File: src/rtl/led_pattern_seq_if.sv
// Switch/LED bundle between the board I/O and the LED pattern sequencer.
// The sequencer takes the slave side; whoever drives the switches takes the master side.
interface led_pattern_seq_if;
   logic [1:0] MODE;
   logic       PAUSE;
   logic [7:0] LED;
   logic       TICK;

   modport master (output MODE, output PAUSE, input LED, input TICK);
   modport slave  (input MODE, input PAUSE, output LED, output TICK);
endinterface

File: src/rtl/led_pattern_seq.sv
// LED pattern sequencer: a free-running prescaler ticks every TICK_DIV clocks, and each
// tick advances the LED pattern chosen by the (synchronised) MODE switches.
module led_pattern_seq #(
   parameter int TICK_DIV = 25000000
) (
   input  logic            CLK,
   input  logic            RESET,
   led_pattern_seq_if.slave bus
);

   localparam int              CW      = (TICK_DIV > 1) ? $clog2(TICK_DIV) : 1;
   localparam logic [CW-1:0]   CNT_MAX = CW'(TICK_DIV - 1);

   typedef enum logic {
      ST_LOAD = 1'b0,
      ST_RUN  = 1'b1
   } state_t;

   state_t          r_state;
   logic [1:0]      r_mode_s1;
   logic [1:0]      r_mode_s2;
   logic            r_pause_s1;
   logic            r_pause_s2;
   logic [CW-1:0]   r_cnt;
   logic [1:0]      r_mode_cur;
   logic            r_dir;
   logic [7:0]      r_led;

   state_t          w_state_next;
   logic [CW-1:0]   w_cnt_next;
   logic [1:0]      w_mode_cur_next;
   logic            w_dir_next;
   logic [7:0]      w_led_next;
   logic            w_tick;
   logic [7:0]      w_shl;
   logic [7:0]      w_shr;

   assign w_tick   = (r_cnt == CNT_MAX);
   assign w_shl    = {r_led[6:0], 1'b0};
   assign w_shr    = {1'b0, r_led[7:1]};
   assign bus.TICK = w_tick;
   assign bus.LED  = r_led;

   function automatic logic [7:0] f_init(input logic [1:0] mode);
      f_init = (mode == 2'b01 || mode == 2'b10) ? 8'h01 : 8'h00;
   endfunction

   // Two-flop synchronisers for the switch and button inputs.
   always_ff @(posedge CLK or negedge RESET) begin
      if (!RESET) begin
         r_mode_s1  <= 2'b00;
         r_mode_s2  <= 2'b00;
         r_pause_s1 <= 1'b0;
         r_pause_s2 <= 1'b0;
      end else begin
         r_mode_s1  <= bus.MODE;
         r_mode_s2  <= r_mode_s1;
         r_pause_s1 <= bus.PAUSE;
         r_pause_s2 <= r_pause_s1;
      end
   end

   always_ff @(posedge CLK or negedge RESET) begin
      if (!RESET) begin
         r_state    <= ST_LOAD;
         r_cnt      <= '0;
         r_mode_cur <= 2'b00;
         r_dir      <= 1'b0;
         r_led      <= 8'h00;
      end else begin
         r_state    <= w_state_next;
         r_cnt      <= w_cnt_next;
         r_mode_cur <= w_mode_cur_next;
         r_dir      <= w_dir_next;
         r_led      <= w_led_next;
      end
   end

   always_comb begin
      w_state_next    = r_state;
      w_cnt_next      = w_tick ? '0 : r_cnt + CW'(1);
      w_mode_cur_next = r_mode_cur;
      w_dir_next      = r_dir;
      w_led_next      = r_led;

      case (r_state)
         ST_LOAD: begin
            w_mode_cur_next = r_mode_s2;
            w_led_next      = f_init(r_mode_s2);
            w_dir_next      = 1'b0;
            w_cnt_next      = '0;
            w_state_next    = ST_RUN;
         end
         ST_RUN: begin
            // A mode change wins over a coincident tick; the tick is simply dropped.
            if (r_mode_s2 != r_mode_cur) begin
               w_state_next = ST_LOAD;
            end else if (w_tick && !r_pause_s2) begin
               case (r_mode_cur)
                  2'b00: w_led_next = r_led + 8'd1;
                  2'b01: w_led_next = {r_led[6:0], r_led[7]};
                  2'b10: begin
                     if (!r_dir) begin
                        w_led_next = w_shl;
                        if (w_shl == 8'h80) w_dir_next = 1'b1;
                     end else begin
                        w_led_next = w_shr;
                        if (w_shr == 8'h01) w_dir_next = 1'b0;
                     end
                  end
                  default: w_led_next = ~r_led;
               endcase
            end
         end
         default: w_state_next = ST_LOAD;
      endcase
   end

endmodule

File: src/flat_wrapper.sv
// flat-port wrapper written by rule: the top's interface ports become plain ports
module led_pattern_seq_flat 
#(
   parameter int TICK_DIV = 25000000
)
  (CLK, RESET, bus_MODE, bus_PAUSE, bus_LED, bus_TICK);
  led_pattern_seq_if bus_i ();
  input  logic CLK;
  input  logic RESET;
  input wire logic [$bits(bus_i.MODE)-1:0] bus_MODE;
  input wire logic [$bits(bus_i.PAUSE)-1:0] bus_PAUSE;
  output wire logic [$bits(bus_i.LED)-1:0] bus_LED;
  output wire logic [$bits(bus_i.TICK)-1:0] bus_TICK;
  assign bus_i.MODE = bus_MODE;
  assign bus_i.PAUSE = bus_PAUSE;
  assign bus_LED = bus_i.LED;
  assign bus_TICK = bus_i.TICK;
  led_pattern_seq #(.TICK_DIV(TICK_DIV)) u_core (.CLK(CLK), .RESET(RESET), .bus(bus_i));
endmodule
File: config.mk
export PLATFORM = sky130hd
export DESIGN_NAME = led_pattern_seq_flat
export DESIGN_NICKNAME = d
export VERILOG_FILES = /design/src/rtl/led_pattern_seq_if.sv /design/src/rtl/led_pattern_seq.sv /design/src/flat_wrapper.sv
export SDC_FILE = /design/constraint.sdc
export NUM_CORES = 1
export LEC_CHECK = 0
export CAP_MARGIN = 20
export CORE_MARGIN = 1.5
export CORE_UTILIZATION = 50
export CTS_CLUSTER_SIZE = 12
export DETAILED_ROUTE_END_ITERATION = 7
export PLACE_DENSITY = 0.71
export SYNTH_ARGS = -nofsm -noshare
export SYNTH_HDL_FRONTEND = slang
export SYNTH_SLANG_ARGS = --single-unit
File: constraint.sdc
create_clock -name CLK -period 2 [get_ports CLK]
set_input_delay 0.3 -clock CLK [delete_from_list [all_inputs] [get_ports CLK]]
set_output_delay 0.3 -clock CLK [all_outputs]
set_load 0.005 [all_outputs]
# ---- After elaboration in Yosys (flattened, before gate mapping)
# Index checks and enable logic that the tools add are counted.
dict set report classes {
  n_reduce_logical 6
  eq_ne 11
  bitwise 2
  n_mux 17
  addsub 2
}
# cell count
set op_table {}
lappend op_table {{25-bit two-way mux} 2}
lappend op_table {{25-bit by 1-bit adder with 25-bit output, second input constant} 1}
lappend op_table {{25-bit equality test, second input constant} 1}
lappend op_table {{8-bit two-way mux} 3}
lappend op_table {{8-bit case mux with 3 select lines} 1}
lappend op_table {{8-bit case mux with 2 select lines} 1}
lappend op_table {{8-bit by 1-bit adder with 8-bit output, second input constant} 1}
lappend op_table {{1-bit two-way mux} 8}
lappend op_table {{8-bit inverter} 1}
lappend op_table {{7-bit by 1-bit equality test with 1-bit output, second input constant} 1}
lappend op_table {{7-bit equality test, second input constant} 1}
lappend op_table {{2-bit != test, second input constant} 3}
lappend op_table {{2-bit by 1-bit equality test with 1-bit output, second input constant} 2}
lappend op_table {{2-bit equality test, second input constant} 2}
lappend op_table {{1-bit case mux with 2 select lines} 2}
lappend op_table {{3-bit AND reduction} 1}
lappend op_table {{2-bit logical NOT} 1}
lappend op_table {{2-bit != test} 1}
lappend op_table {{2-bit AND reduction} 1}
lappend op_table {{1-bit logical AND} 1}
lappend op_table {{1-bit logical NOT} 1}
lappend op_table {{1-bit logical OR} 1}
lappend op_table {{1-bit inverter} 1}
dict set report totals {
  inputBits 5
  out_inout_bits 9
  reg_bits 43
  wordCells 47
}

# ---- Logic depth before layout (Yosys ltp)
dict set report depth {
  word_depth 7
  mapped_depth 7
}

# ---- Worst setup path before layout
# Ideal clock, no wire load.
dict set report synth_timing {
  kind {register to register}
  from {reg u_core.r_cnt[0]}
  to {reg u_core.r_led[1] (netlist: u_core.bus.LED[1])}
  setup_slack_ns 0.054
  stages_incl_launch_ff 8
  arrival_ns 1.821
  n_path_buf 1
  setup_time_ns 0.125
  path_cell_list {dfrtp_1 > ha_1 > nand2_1 > or3_4 > nor4_4 > buf_6 > mux2i_1 > nor2_1}
}
dict set report synth_between {
  elab_chain_cells 4
}
# item line
set synth_rtl {}
lappend synth_rtl {{from (decl)} led_pattern_seq.sv:24} ;# logic [CW-1:0] r_cnt;
lappend synth_rtl {{from (signal assigned)} led_pattern_seq.sv:72} ;# r_cnt <= w_cnt_next;
lappend synth_rtl {{25-bit equality test} led_pattern_seq.sv:38} ;# assign w_tick = (r_cnt == CNT_MAX);
lappend synth_rtl {{1-bit logical AND} led_pattern_seq.sv:98} ;# end else if (w_tick && !r_pause_s2) begin
lappend synth_rtl {{2-bit != test (no line)} --}
lappend synth_rtl {{2-bit AND reduction (no line)} --}
lappend synth_rtl {{to (signal assigned)} led_pattern_seq.sv:75} ;# r_led <= w_led_next;
lappend synth_rtl {{to (decl)} led_pattern_seq.sv:27} ;# logic [7:0] r_led;
# Every way passes these cells.
# A chain may end at the register's enable or synchronous reset.

# ---- Final worst setup path
dict set report layout_timing {
  from {reg u_core.r_cnt[0]}
  to {reg u_core.r_led[3] (netlist: u_core.bus.LED[3])}
}
# Same word-level chain as after synthesis.

==> metrics.cfg <==
[status]
status=complete, no violations

[synthesis]
synth-xor-area-share_pct=8.31
syn_inst=254
syn_nets=262
synthSimpleGateAreaFrac_pct=24.3
synthAdderAreaFrac_pct=1.55
synthMuxAreaShare_pct=5.31
synth-main-ff-cell=dfrtp_1
async_flop_share_pct=100
synth_compound_area_share_pct=12.2
synth-edff-count=0
synth_top_family_by_area=simple AND/OR/NAND/NOR gates
synth_seq_cells=43
seq_area_frac_synth_pct=44.4
syn_avg_cell_area_um2=9.55
yosysWarnings=0
synth_cell_types=49
syn_area_mm2=0.00242

[min_path]
min_path_type=flop to flop
hp-start=u_core.r_mode_s1[1]

[global_route]
antenna_found_initial=0
grt_pass1_wl_um=8510
grt_max_degree=23
gr-total-overflow=0
grt_pass1_vias=1834
track_usage_pct=20.6

[clock_network]
clkLatencyLatePin_ns=0.29
cts.clk_slew.worst_paths_ns=0.09
cts_tree=done
numCtsBuffers=5
htreeDepth=2
clock_sinks=43
clock_path_buffers=2
clockRootBuffer=clkbuf_8

[route]
drt_first_iter_violations=132
wirelength_um=5000
avgRoutedWirePerCell_um=14.6
vias=1966
drc=0
routed_via_density=5.75
ant_nets=0
drtPass1Iterations=4

[finish]
fin_util_pct=61.1
nets=295
layout-drive-gt1-share_pct=19.1
stdcell_area_mm2=0.00287
diodes=0
area_growth_pct=18.3

[sta]
hold-worst-slack_ns=0.354
finalCritPeriodShare_pct=95.2
tns_ns=0
rsz0062_at_grt=no
max_freq_mhz=525
skew_ns=0.00835
worst_pin_slew_ns=0.460
setup_viol=0
max_slew_margin_pct=69.3
period_needed_ns=1.90
final_max_slew_viol_count=0
timing_hold_violations_final=0

[critical_path]
cp-start-kind=flop
worstPathRequired_ns=2.20
crit_path_max_fanout=16
setup.worst_path.class=flop to flop
timing.critical_path.to=u_core.bus.LED[3]
timing.rr.start=u_core.r_cnt[0]
crit_arrival_ns=2.10
critPathCaptureType=flop
reg2reg_slack_ns=0.1
worstSetupStartpoint=u_core.r_cnt[0]
rr_worst_depth=7
timing.rr.end=u_core.bus.LED[3]

[floorplan]
num_rows=25
die_area_mm2=0.00528
ioPinCount=14
fp.dieH_um=72.6
core_area_mm2=0.00469
initial_core_util_pct=51.7
fp.dieW_um=72.6

[placed_design]
place_congestion=0.826
placed_area_mm2=0.00274
port-buffer-count=13
hpwl_um=3610

[power_and_ir_drop]
powerDensity_mw_per_mm2=855
leakage_nw=1.17
irDropWorstVdd_uv=625

[run]
drv_cap=0

[synth_stat cells, types with 7 or more instances]
master / n / area [µm²]
xor2_1: 11 / 96.3
inv_1: 7 / 26.3
clkbuf_1: 11 / 41.3
dfrtp_1: 43 / 1080
xnor2_1: 12 / 105
nand3_1: 12 / 60.1
nand2_1: 19 / 71.3
nor3_1: 9 / 45.0
nand4_1: 8 / 50.1
nor2_1: 29 / 109
o21ai_0: 13 / 65.1
a21oi_1: 7 / 35.0
[cells in the final DEF, fill, tap and decap left out, types with 4 or more instances in the layout]
cell type and n:
nand3_1 12, dfrtp_1 43, mux2i_1 5, xnor2_1 12, o21ai_0 13, nor2b_1 6
xor2_1 11, nor2_1 29, inv_1 7, nor3_1 9, a21oi_1 7, nand4_1 8
a211oi_2 4, clkbuf_8 5, or3_1 5, nand2_1 19, clkdlybuf4s50_1 11, buf_4 26
and3_1 6
[cells by family (layout without fill, tap and decap cells)]
family,count (synthesis),in the layout
xor gates and xnor gates,23,23
and+or+nand+nor,110,110
buffers and inverters,23,57
adders and majority gates,3,3
AOI/OAI and AO/OA,42,42
DFF,43,43
muxes,10,10
[worst max-delay path, cell delays in order (launching register included)]
cell	delay, ns
dfrtp_1	0.36
ha_2	0.21
nand2_1	0.08
or3_4	0.36
nor4_4	0.32
buf_12	0.20
a21boi_0	0.10
o21a_1	0.19
[layout make-up]
class	instances	area (µm²)
multi-input combinational	188	1260
timing repair buffer	41	345
sequential	43	1080
clock buffer	5	68.8
clock inverter	3	20.0
fill	412	1820
inverter	8	30.0
tap	54	67.6
[worst min-delay path by stage]
stage                               end  slack [ns]  cells after the start
global placement      u_core.bus.LED[2]        0.21                      1
global route        u_core.r_mode_s2[0]        0.37                      0
CTS                 u_core.r_mode_s2[1]        0.36                      0
detailed placement    u_core.bus.LED[2]        0.21                      1
finish              u_core.r_mode_s2[1]        0.35                      0
floorplan             u_core.bus.LED[0]       0.004                      0
[through the flow]
stage          std cells  total power, mW  setup WS [ns]
3_5_place_dp         330             1.93         0.0336
3_3_place_gp         330             1.91         0.0959
2_1_floorplan        254             1.66         0.0543
5_1_grt              342             2.61         0.0258
6_report             342             2.45         0.0969
4_1_cts              341             2.47         0.0328
[timing repair]
action                                  in CTS  in global routing
resized for setup                            3                  2
hold endpoints to repair                    12                  0
pin swaps                                    3                  4
hold buffers                                 1                  0
setup buffers                                2                  1
endpoints found under the setup margin       1                  8
[registers in the layout, summed over array words and instances (netlist names)]
register / count
u_core.r_cnt: 25
u_core.bus.LED: 8
u_core.r_mode_cur: 2
u_core.r_mode_s1: 2
u_core.r_mode_s2: 2
u_core.r_dir: 1
u_core.r_pause_s1: 1
u_core.r_pause_s2: 1
u_core.r_state: 1
[layer usage]
| layer | wire, µm | GRT usage (%) | vias to the layer above | share of wire (%) |
|---|---|---|---|---|
| li1 | - | - | 976 | - |
| met1 | 2340 | 29.0 | 943 | 47 |
| met2 | 2420 | 32.1 | 41 | 48 |
| met3 | 176 | 3.87 | 6 | 3.5 |
| met4 | 60 | 6.92 | 0 | 1.2 |
| met5 | 0 | 0 | - | 0 |
[where the power goes]
group	switching [mW]	leakage, nW	internal, mW
sequential	0.104	0.573	0.950
combinational	0.478	0.560	0.380
clock	0.297	0.0402	0.243
total	0.879	1.17	1.57
Note: power is estimated with default switching activity, not from simulation.
